`src/rtl/load_store_buffer_pkg.sv`:
```
// Shared widths, opcodes, memory size encodings and FSM states for the load/store buffer.
package cpu_define;

    localparam int TagBus     = 4;
    localparam int OPBus      = 6;
    localparam int DataBus    = 32;
    localparam int AddressBus = 32;

    localparam logic               Valid   = 1'b1;
    localparam logic               Invalid = 1'b0;
    localparam logic [DataBus-1:0] Null    = '0;

    localparam logic [OPBus-1:0] OP_LB  = 6'd1;
    localparam logic [OPBus-1:0] OP_LH  = 6'd2;
    localparam logic [OPBus-1:0] OP_LW  = 6'd3;
    localparam logic [OPBus-1:0] OP_LBU = 6'd4;
    localparam logic [OPBus-1:0] OP_LHU = 6'd5;
    localparam logic [OPBus-1:0] OP_SB  = 6'd6;
    localparam logic [OPBus-1:0] OP_SH  = 6'd7;
    localparam logic [OPBus-1:0] OP_SW  = 6'd8;

    localparam logic [1:0] MEM_SIZE_B = 2'd0;
    localparam logic [1:0] MEM_SIZE_H = 2'd1;
    localparam logic [1:0] MEM_SIZE_W = 2'd2;

    typedef enum logic [1:0] {
        S_IDLE     = 2'd0,
        S_WAIT_MEM = 2'd1,
        S_BCAST    = 2'd2
    } lsb_state_e;

endpackage

```
`src/rtl/load_store_buffer_extend.sv`:
```
// Opcode decode for the memory request (size, read/write) and load-result extension.
module lsb_load_extend
    import cpu_define::*;
#(
    parameter int OP_W   = OPBus,
    parameter int DATA_W = DataBus
) (
    input  logic [OP_W-1:0]   i_op,
    input  logic [DATA_W-1:0] i_raw,
    output logic [DATA_W-1:0] o_ext,
    output logic [1:0]        o_size,
    output logic              o_rw
);

    // Stores produce 0 on the CDB; unknown opcodes behave like LW.
    always_comb begin
        o_ext  = i_raw;
        o_size = MEM_SIZE_W;
        o_rw   = 1'b0;
        case (i_op)
            OP_LB:  begin o_ext = {{(DATA_W-8){i_raw[7]}}, i_raw[7:0]};   o_size = MEM_SIZE_B; end
            OP_LH:  begin o_ext = {{(DATA_W-16){i_raw[15]}}, i_raw[15:0]}; o_size = MEM_SIZE_H; end
            OP_LW:  begin o_ext = i_raw;                                    o_size = MEM_SIZE_W; end
            OP_LBU: begin o_ext = {{(DATA_W-8){1'b0}}, i_raw[7:0]};        o_size = MEM_SIZE_B; end
            OP_LHU: begin o_ext = {{(DATA_W-16){1'b0}}, i_raw[15:0]};      o_size = MEM_SIZE_H; end
            OP_SB:  begin o_ext = '0; o_size = MEM_SIZE_B; o_rw = 1'b1; end
            OP_SH:  begin o_ext = '0; o_size = MEM_SIZE_H; o_rw = 1'b1; end
            OP_SW:  begin o_ext = '0; o_size = MEM_SIZE_W; o_rw = 1'b1; end
            default: ;
        endcase
    end

endmodule

```
`src/rtl/load_store_buffer.sv`:
```
// Tag-indexed load/store buffer: captures ops from the RS, issues only the ROB head
// to memory, and broadcasts the result on the LSB CDB.
module load_store_buffer
    import cpu_define::*;
#(
    parameter int TAG_W  = TagBus,
    parameter int OP_W   = OPBus,
    parameter int DATA_W = DataBus
) (
    input  logic              clk,
    input  logic              rst,
    input  logic              rdy,
    input  logic              clear,
    input  logic              LSB_valid,
    input  logic [OP_W-1:0]   LSB_op,
    input  logic [DATA_W-1:0] LSB_reg1,
    input  logic [DATA_W-1:0] LSB_reg2,
    input  logic [DATA_W-1:0] LSB_imm,
    input  logic [TAG_W-1:0]  LSB_reg_des_rob,
    input  logic              rob_head_valid,
    input  logic [TAG_W-1:0]  rob_head_tag,
    output logic              mem_req_valid,
    output logic              mem_req_rw,
    output logic [DATA_W-1:0] mem_req_addr,
    output logic [1:0]        mem_req_size,
    output logic [DATA_W-1:0] mem_req_wdata,
    input  logic              mem_resp_valid,
    input  logic [DATA_W-1:0] mem_resp_data,
    output logic              LSB_cdb_valid,
    output logic [TAG_W-1:0]  LSB_cdb_tag,
    output logic [DATA_W-1:0] LSB_cdb_data
);

    localparam int DEPTH = 1 << TAG_W;

    logic [DEPTH-1:0]  r_slot_valid;
    logic [OP_W-1:0]   r_slot_op    [DEPTH];
    logic [DATA_W-1:0] r_slot_addr  [DEPTH];
    logic [DATA_W-1:0] r_slot_wdata [DEPTH];

    lsb_state_e        r_state;
    logic [TAG_W-1:0]  r_tag;
    logic [OP_W-1:0]   r_op;

    logic [OP_W-1:0]   w_dec_op;
    logic [DATA_W-1:0] w_ext;
    logic [1:0]        w_size;
    logic              w_rw;
    logic              w_issue;

    // One decoder serves both phases: head slot's op while idle, in-flight op otherwise.
    assign w_dec_op = (r_state == S_IDLE) ? r_slot_op[rob_head_tag] : r_op;
    assign w_issue  = rob_head_valid && r_slot_valid[rob_head_tag];

    lsb_load_extend #(.OP_W(OP_W), .DATA_W(DATA_W)) u_ext (
        .i_op   (w_dec_op),
        .i_raw  (mem_resp_data),
        .o_ext  (w_ext),
        .o_size (w_size),
        .o_rw   (w_rw)
    );

    // Slot payload; needs no reset since the valid bits gate every use.
    always_ff @(posedge clk) begin
        if (rdy && !clear && !rst && LSB_valid) begin
            r_slot_op[LSB_reg_des_rob]    <= LSB_op;
            r_slot_addr[LSB_reg_des_rob]  <= LSB_reg1 + LSB_imm;
            r_slot_wdata[LSB_reg_des_rob] <= LSB_reg2;
        end
    end

    // Issue FSM plus slot valid bits; clear behaves exactly like reset.
    always_ff @(posedge clk) begin
        if (rst || (rdy && clear)) begin
            r_slot_valid  <= '0;
            r_state       <= S_IDLE;
            r_tag         <= '0;
            r_op          <= '0;
            mem_req_valid <= Invalid;
            mem_req_rw    <= 1'b0;
            mem_req_addr  <= Null;
            mem_req_size  <= MEM_SIZE_B;
            mem_req_wdata <= Null;
            LSB_cdb_valid <= Invalid;
            LSB_cdb_tag   <= '0;
            LSB_cdb_data  <= Null;
        end else if (rdy) begin
            case (r_state)
                S_IDLE: begin
                    if (w_issue) begin
                        mem_req_valid <= Valid;
                        mem_req_rw    <= w_rw;
                        mem_req_size  <= w_size;
                        mem_req_addr  <= r_slot_addr[rob_head_tag];
                        mem_req_wdata <= r_slot_wdata[rob_head_tag];
                        r_tag         <= rob_head_tag;
                        r_op          <= r_slot_op[rob_head_tag];
                        r_state       <= S_WAIT_MEM;
                    end
                end
                S_WAIT_MEM: begin
                    if (mem_resp_valid) begin
                        mem_req_valid <= Invalid;
                        mem_req_rw    <= 1'b0;
                        mem_req_addr  <= Null;
                        mem_req_size  <= MEM_SIZE_B;
                        mem_req_wdata <= Null;
                        LSB_cdb_valid <= Valid;
                        LSB_cdb_tag   <= r_tag;
                        LSB_cdb_data  <= w_ext;
                        r_state       <= S_BCAST;
                    end
                end
                S_BCAST: begin
                    LSB_cdb_valid       <= Invalid;
                    LSB_cdb_tag         <= '0;
                    LSB_cdb_data        <= Null;
                    r_slot_valid[r_tag] <= Invalid;
                    r_state             <= S_IDLE;
                end
                default: r_state <= S_IDLE;
            endcase
            // Placed last so a capture wins over the BCAST free of the same slot.
            if (LSB_valid) r_slot_valid[LSB_reg_des_rob] <= Valid;
        end
    end

endmodule

```
`config.mk`:
```
export PLATFORM = sky130hd
export DESIGN_NAME = load_store_buffer
export DESIGN_NICKNAME = d
export VERILOG_FILES = /design/src/rtl/load_store_buffer_pkg.sv /design/src/rtl/load_store_buffer_extend.sv /design/src/rtl/load_store_buffer.sv
export SDC_FILE = /design/constraint.sdc
export NUM_CORES = 1
export LEC_CHECK = 0
export CORE_ASPECT_RATIO = 0.75
export CORE_MARGIN = 5
export CORE_UTILIZATION = 55
export DETAILED_ROUTE_END_ITERATION = 8
export DONT_BUFFER_PORTS = 1
export GPL_ROUTABILITY_DRIVEN = 0
export PLACE_DENSITY = 0.68
export SYNTH_ARGS = -nofsm -noshare
export SYNTH_HDL_FRONTEND = slang
export SYNTH_SLANG_ARGS = --single-unit
```
`constraint.sdc`:
```
create_clock -name clk -period 6.24 [get_ports clk]
set_input_delay 1.248 -clock clk [delete_from_list [all_inputs] [get_ports clk]]
set_output_delay 1.248 -clock clk [all_outputs]
set_load 0.02 [all_outputs]
```
==> run metrics, run 1 <==
# port buffers 0; post-detailed-route count of antenna-violating nets 0; initial antenna violation count 1; layout cell share with drive strength beyond 1 0.2415; number of flops mapped to enable cells by yosys 1120; post-synthesis compound-gate area fraction 0.03880; CTS tree yes; Period minus WS final 4.409 ns; cell count after synthesis 2347; post-CTS sizing 0; status completed; H-tree depth 3; Net Count, Synth 2528; Syn Std Cell Area 48620 sq um; largest net degree at the start of global routing 289; crit end category flip-flop; Via density 6.514; synth top area cells edfxtp_1 69%, mux4_2 16%, dfxtp_1 5.5%; critical path type primary input to flip-flop; max-cap viol count 0; num rows 94; post-DP HPWL 56.27 mm; Clock Sinks 1253; PwrDens 320.5 nW/um^2; hold depth 2; final instance area 54000 sq um; routed len/inst 30.13 um; GRT Resource Usage Total 0.2311; I/O Pins 254; final hold viol count 0; Starting DRT DRC Count 2642; initial core utilization 0.5542; top cell type's share of synthesized area 0.6917; Rel. slew slack 0.1501; Final Max Tran Viols 0; mux cell area share after synthesis 0.1646; cell with the most instances after synthesis edfxtp_1; Synth Area in Simple Gates 0.02475; WP data required 6.59 ns; crit path launch type primary input; Die W 353.3 um; first-pass GRT wire length 160.4 mm; Post-CTS Setup Bufs 0; via count 23610; Die Span Y 267.5 um; worst reg-to-reg path cell count 6; fin crit share 0.7066; Avg Cell Area, Syn 20.72 sq um; core area 87740 sq um; CTS buffer count 112; Worst IR Drop VDD 0.2661 mV; Hold Path Class flip-flop to flip-flop; main combinational cell family by area after synthesis multiplexers; Synth top cells by count 1120 x edfxtp_1, 347 x mux4_2, 133 x dfxtp_1, 128 x nor2_1, 78 x clkbuf_1; Leakage 16.85 nW; fin cells 3625; adder-cell area share of the yosys netlist 0.008389; Placed Area 50100 sq um; hold-fix buffers at CTS 0; CP Max Fanout 16; actual slew at the worst max-slew pin 1.266 ns; total die area 94510 sq um; final setup fails 0; clock root cell clkbuf_16; Ys Warns 0; Seq/Total Area, Yosys 0.7465; Clock Latency Late Sink 0.69 ns; Inst Count DP 3410; Post-Route WL 109.2 mm; Worst Path Arrival 4.76 ns; clk_skew 0.04152 ns; Top FF cell, synth edfxtp_1; flops & latches, synth 1253; CTS max path bufs 3; RSZ-0062 raised after global routing no; R2R Setup Slk 3.20 ns; drt first pass iters 5; Clock Pin Slew Worst Setup and Hold Paths 0.06 ns; Netlist cell types 61; async set-reset flop share out of synthesis 0; maximum clock frequency 226.8 MHz; Synth area leader edfxtp_1; grt ovf 0; setup total negative slack 0 ns; XOR/XNOR Fraction of Synth Area 0.005224; Area Growth Syn to Fin 11.06%; Nets 2553; DRC errors left 0; number of global-route vias before repair 23770; Fin Hold WS 0.4830 ns
[state kept, by name, summed over array words and instances (netlist names)]
signal and flops:
r_state 2, r_tag 4, r_op 6, mem_req_valid 1, r_slot_addr 512, LSB_cdb_valid 1, r_slot_valid 16, mem_req_rw 1
r_slot_op 96, mem_req_size 2, r_slot_wdata 512, LSB_cdb_tag 4, LSB_cdb_data 32, mem_req_addr 32, mem_req_wdata 32
[cell usage in the layout (no fill, tap or decap), types with 13 or more instances in the layout]
cell type	n
a22oi_1	70
mux4_2	347
clkbuf_16	114
edfxtp_1	1120
nor2b_1	13
nand4_1	16
clkbuf_8	13
ha_1	31
buf_12	13
clkbuf_1	26
xnor2_1	16
nand2_1	54
mux2i_1	19
bufinv_16	16
dfxtp_1	133
o21ai_0	40
buf_4	21
nor2_4	16
clkinv_2	21
a221o_1	18
nor2_1	112
nand3_1	18
a21oi_1	58
[where the power goes]
part,internal (mW),switching [mW]
clock network,4.18,2.99
logic,0.333,0.447
registers,9.34,0.00879
total,13.9,3.45
[cells by family after synthesis]
group,count (synthesis)
DFF,1253
muxes,366
and+or+nand+nor,268
AOI/OAI and AO/OA,263
buffers and inverters,136
adders and majority gates,32
xor gates and xnor gates,29
[stage by stage]
stage / setup slack [ns] / total power, mW / util
after floorplan: 0.9039 / 10.17 / -
after global placement: 1.291 / 10.27 / 0.5711
after detailed placement: 1.183 / 10.31 / 0.5711
after CTS: 1.922 / 17.41 / 0.6154
after global routing: 1.572 / 17.83 / 0.6155
final: 1.831 / 17.31 / 0.6155
[area by class of cell]
| cell class | count | area, sq um |
|---|---|---|
| Multi-Input combinational cell | 958 | 11900 |
| Sequential cell | 1253 | 36290 |
| Timing Repair Buffer | 34 | 417.9 |
| Clock buffer | 153 | 3129 |
| Clock inverter | 61 | 758.2 |
| Fill cell | 5923 | 33740 |
| Tap cell | 1152 | 1441 |
| Antenna cell | 1 | 2.502 |
| Inverter | 13 | 53.80 |
[worst paths after layout]
kind | endpoint | startpoint
setup / recovery | r_slot_addr[12][30] | LSB_reg1[0]
hold / removal | r_slot_valid[12] | r_slot_valid[12]
setup reg to reg | LSB_cdb_data[24] | r_slot_op[7][4]
hold reg to reg | r_slot_valid[12] | r_slot_valid[12]
[routing by layer]
metal | track usage | part of all wire | wire, um
met3 | 0.04855 | 0.090 | 9782
met5 | 0 | 0 | 0
met2 | 0.3766 | 0.49 | 53540
met1 | 0.3309 | 0.40 | 43950
met4 | 0.04992 | 0.018 | 1956
[critical path, stage by stage]
cell and delay (ns):
ha_1 0.18, inv_1 0.07, fa_1 0.41, nor2b_1 0.16, o31a_1 0.22, o41ai_1 0.13, buf_4 0.18, a211o_1 0.35
a2111oi_0 0.41, nor2_1 0.21, o41ai_1 0.40, xor2_1 0.79
Power figures use the tool's default switching activity.
==> run 2: changes to the inputs <==
--- a/config.mk
+++ b/config.mk
@@ -11,7 +11,7 @@
 export DETAILED_ROUTE_END_ITERATION = 8
 export DONT_BUFFER_PORTS = 1
 export GPL_ROUTABILITY_DRIVEN = 0
-export PLACE_DENSITY = 0.68
+export PLACE_DENSITY = 0.71
 export SYNTH_ARGS = -nofsm -noshare
 export SYNTH_HDL_FRONTEND = slang
 export SYNTH_SLANG_ARGS = --single-unit
==> constraint.sdc (replaced) <==
create_clock -name clk -period 4 [get_ports clk]
set_input_delay 0.8 -clock clk [delete_from_list [all_inputs] [get_ports clk]]
set_output_delay 0.8 -clock clk [all_outputs]
set_load 0.02 [all_outputs]
==> run metrics, run 2 (synthesis results as in run 1) <==
largest net degree at the start of global routing 289; Post-Route WL 109.6 mm; routed len/inst 29.88 um; Hold Path Class primary input to flip-flop; RSZ-0062 raised after global routing no; Starting DRT DRC Count 2742; # port buffers 0; drt first pass iters 6; CTS tree yes; grt ovf 0; number of global-route vias before repair 24110; Post-CTS Setup Bufs 0; Period minus WS final 3.763 ns; dpl ws -0.5429 ns; Die Span Y 267.5 um; Clock Latency Late Sink 0.69 ns; initial antenna violation count 2; Area Growth Syn to Fin 11.43%; status completed; H-tree depth 3; first-pass GRT wire length 161.8 mm; Top Registers r_slot_addr: 512 flops, r_slot_wdata: 512 flops, r_slot_op: 96 flops; Die W 353.3 um; crit end category flip-flop; core area 87740 sq um; Via density 6.521; I/O Pins 254; Rel. slew slack 0.04898; final hold viol count 0; initial core utilization 0.5542; fin crit share 0.9408; Worst IR Drop VDD 0.4119 mV; setup ws final 0.2366 ns; RR Endpoint LSB_cdb_data[22]; commonest cells after routing, fill and taps aside 1120 x edfxtp_1, 347 x mux4_2, 133 x dfxtp_1, 112 x nor2_1, 112 x clkbuf_16; total die area 94510 sq um; commonest non-fill, non-tap cell in the layout edfxtp_1; final setup fails 0; Clock Sinks 1253; max-cap viol count 0; final instance area 54180 sq um; post-DP HPWL 57.57 mm; clk_skew 0.04138 ns; Worst Setup SP LSB_reg1[0]; R2R Path Start r_slot_op[5][4]; Placed Area 50530 sq um; via count 23910; CTS buffer count 112; clock root cell clkbuf_16; actual slew at the worst max-slew pin 1.427 ns; Tot Pwr 26.35 mW; crit path launch type primary input; critical path type primary input to flip-flop; Setup crit end r_slot_addr[13][24]; PwrDens 486.3 nW/um^2; GRT Resource Usage Total 0.2328; num rows 94; CP Max Fanout 16; CTS max path bufs 3; maximum clock frequency 265.7 MHz; final core utilization 0.6175; Worst Path Arrival 4.11 ns; WP data required 4.35 ns; worst reg-to-reg path cell count 6; Leakage 16.95 nW; Clock Pin Slew Worst Setup and Hold Paths 0.06 ns; Nets 2596; R2R Setup Slk 1.10 ns; DRC errors left 0; Final Max Tran Viols 0; post-detailed-route count of antenna-violating nets 0; layout cell share with drive strength beyond 1 0.2502
-- run 2: per-stage QoR --
stage | hold WS (ns) | TNS (ns) | cells
global route | 0.1560 | 0 | 3666
global placement | 0.4562 | -20.17 | 3453
floorplan | 0.4454 | -469.50 | 2347
finish | 0.1995 | 0 | 3667
detailed placement | 0.4634 | -43.43 | 3453
CTS | 0.1503 | 0 | 3666
-- run 2: area by class of cell --
type	count	area [sq um]
flip-flops and latches	1253	36290
multi-input cells	958	11910
well taps	1152	1441
diodes	1	2.502
clock inverters	51	515.5
repair buffers	77	840.8
inverters	13	53.80
fillers	5901	33560
clock buffers	162	3120
-- run 2: worst min path at each step --
| stage | startpoint | end | slack (ns) | cells past startpoint |
|---|---|---|---|---|
| 2_1_floorplan | r_slot_valid[12] | r_slot_valid[12] | 0.45 | 2 |
| 3_3_place_gp | r_slot_valid[12] | r_slot_valid[12] | 0.46 | 2 |
| 3_5_place_dp | r_slot_valid[12] | r_slot_valid[12] | 0.46 | 2 |
| 4_1_cts | LSB_reg2[1] | r_slot_wdata[7][1] | 0.15 | 0 |
| 5_1_grt | LSB_reg2[23] | r_slot_wdata[14][23] | 0.16 | 0 |
| 6_report | LSB_op[5] | r_slot_op[2][5] | 0.20 | 0 |
-- run 2: worst max-delay path, cell delays in order --
cell      delay, ns
ha_1           0.16
inv_1          0.06
fa_1           0.39
nor2b_1        0.18
o31a_1         0.18
o41ai_1        0.11
buf_4          0.18
a211o_1        0.38
a21oi_1        0.22
o21bai_1       0.15
o311ai_0       0.41
xor2_1         0.88
-- run 2: report_power, final --
part           switching, mW  leakage (nW)  internal, mW
Sequential            0.0143          11.2          14.6
Clock                   4.65          1.76          5.84
Combinational          0.700          4.04         0.571
-- run 2: routing by layer --
layer	share of wire	GRT usage	routed length, um
met5	0.00012	0	13
met4	0.018	0.04992	1975
met3	0.084	0.04610	9171
met2	0.49	0.3790	53800
met1	0.41	0.3361	44600
-- run 2: repair_timing --
item | 4_1_cts | 5_1_grt
gates resized for setup | 0 | 2
hold buffers | 0 | 0
endpoints found under the setup margin | 0 | 32
==> run 3: changes to the inputs <==
--- a/config.mk
+++ b/config.mk
@@ -7,11 +7,11 @@
 export LEC_CHECK = 0
 export CORE_ASPECT_RATIO = 0.75
 export CORE_MARGIN = 5
-export CORE_UTILIZATION = 55
+export CORE_UTILIZATION = 45
 export DETAILED_ROUTE_END_ITERATION = 8
 export DONT_BUFFER_PORTS = 1
 export GPL_ROUTABILITY_DRIVEN = 0
-export PLACE_DENSITY = 0.71
+export PLACE_DENSITY = 0.6
 export SYNTH_ARGS = -nofsm -noshare
 export SYNTH_HDL_FRONTEND = slang
 export SYNTH_SLANG_ARGS = --single-unit
==> run metrics, run 3 (synthesis results as in run 1) <==
setup ws final 0.4224 ns; CTS max path bufs 3; Die Span Y 294.7 um; initial core utilization 0.4529; worst reg-to-reg path cell count 8; Min-Delay Startpoint LSB_reg2[22]; Worst Path Arrival 3.91 ns; DRC errors left 0; Worst path most repeated cell buf_4; hold-fix buffers at CTS 0; PwrDens 495.8 nW/um^2; slowest cell delay on critical path 0.91 ns; GRT Resource Usage Total 0.2031; CP top delay family compound AO/OA/AOI/OAI gates; H-tree depth 3; Worst Setup SP LSB_reg1[0]; grt ovf 0; core area 107400 sq um; first-pass GRT wire length 169.8 mm; WP data required 4.33 ns; highest-delay cell along the critical path xor2_1; post-DP HPWL 61.19 mm; CTS tree yes; RR Endpoint LSB_cdb_data[15]; # port buffers 0; R2R Setup Slk 1.07 ns; crit path launch type primary input; final setup fails 0; critical path type primary input to flip-flop; CTS buffer count 117; Post-Route WL 117.1 mm; Starting DRT DRC Count 2150; clk_skew 0.01854 ns; number of global-route vias before repair 24450; commonest cells after routing, fill and taps aside 1120 x edfxtp_1, 347 x mux4_2, 133 x dfxtp_1, 123 x clkbuf_16, 112 x nor2_1; total die area 114800 sq um; Worst IR Drop VDD 0.3518 mV; Period minus WS final 3.578 ns; Top Registers r_slot_addr: 512 flops, r_slot_wdata: 512 flops, r_slot_op: 96 flops; Hold Path Class primary input to flip-flop; via count 23900; initial antenna violation count 1; Nets 2598; critical-path cell list ha_1, inv_1, fa_1, nor2b_1, o31a_1, o41ai_1, a211o_1, a21oi_1, buf_4, o21bai_1, buf_4, nand2_1, xor2_1; failing checks max-slew violations; commonest non-fill, non-tap cell in the layout edfxtp_1; layout cell share with drive strength beyond 1 0.2536; Rel. slew slack -0.002390; Leakage 17.13 nW; Clock Pin Slew Worst Setup and Hold Paths 0.06 ns; post-detailed-route count of antenna-violating nets 0; fin crit share 0.8944; Min-Delay Endpoint r_slot_wdata[5][22]; final hold viol count 0; CP Max Fanout 16; routed len/inst 29.63 um; maximum clock frequency 279.5 MHz; Clock Sinks 1253; hold depth 0; Fin Hold WS 0.1874 ns; Die W 389.6 um; RSZ-0062 raised after global routing no; Area Growth Syn to Fin 12.80%; Clock Latency Late Sink 0.70 ns; drt first pass iters 6; max-cap viol count 0; crit end category flip-flop; Via density 6.048; R2R Path Start r_slot_op[3][1]; dpl ws -0.4082 ns; CP bufs+invs 3; I/O Pins 254; status finished with violations; actual slew at the worst max-slew pin 1.504 ns; setup total negative slack 0 ns; largest net degree at the start of global routing 289; num rows 104; clock root cell clkbuf_16; Final Max Tran Viols 17
==> run 3: cell count changes in the layout (fill, tap and decap cells not counted), moves of 3 or more <==
cell / delta
clkinvlp_4: -5
clkinv_16: -3
clkbuf_16: +11
clkbuf_8: +8
clkinv_1: -6
clkbuf_4: +4
clkinv_2: -6
buf_4: -5
==> run 3: per-layer routing <==
metal	global-route usage	up-vias	wire length [um]
met5	0	-	0
met4	0.03945	0	2015
met3	0.04630	153	9176
met2	0.3274	929	56130
met1	0.2895	12840	49770
li1	-	9977	-
==> run 3: cell type report <==
| cell class | count | area [sq um] |
|---|---|---|
| fillers | 8386 | 52510 |
| flip-flops and latches | 1253 | 36290 |
| multi-input cells | 958 | 11900 |
| clock buffers | 187 | 3545 |
| well taps | 1431 | 1790 |
| repair buffers | 74 | 843.3 |
| clock inverters | 35 | 411.6 |
| inverters | 13 | 53.80 |
| diodes | 1 | 2.502 |
==> run 3: metrics by stage <==
step           power (mW)  std cells  instance area (sq um)  utilization
4_1_cts             27.41       3951                  54840       0.5108
3_5_place_dp        16.15       3729                  50880       0.4739
5_1_grt             28.08       3951                  54840       0.5109
2_1_floorplan       15.87       2347                  48640            -
6_report            27.19       3952                  54850       0.5109
3_3_place_gp        16.09       3729                  50880       0.4739
==> run 3: how the worst max path moves through the flow <==
stage,end,depth (start not counted)
6_report,r_slot_addr[11][18],13
2_1_floorplan,r_slot_addr[11][0],4
3_5_place_dp,r_slot_addr[8][28],12
4_1_cts,r_slot_addr[13][28],12
3_3_place_gp,r_slot_addr[4][28],12
5_1_grt,r_slot_addr[11][18],13
==> run 3: where the power goes <==
part / switching, mW / leakage, nW / internal, mW
Sequential: 0.0134 / 11.2 / 14.6
Clock: 4.73 / 1.95 / 6.59
Combinational: 0.718 / 4.02 / 0.571
Total: 5.46 / 17.1 / 21.7
==> run 3: timing repair <==
action                                  CTS  global route
gates resized for setup                   0             1
buffers inserted                          0             0
endpoints found under the setup margin    0            16
==> run 3: worst reg2reg max path, cell delays in order, from the launching register on <==
cell	delay (ns)
edfxtp_1	0.37
mux4_2	0.48
nand2_1	0.09
a21oi_1	0.10
o32ai_2	0.52
nor2b_1	0.38
mux2i_1	0.61
nand4_1	0.21
o211ai_2	0.10
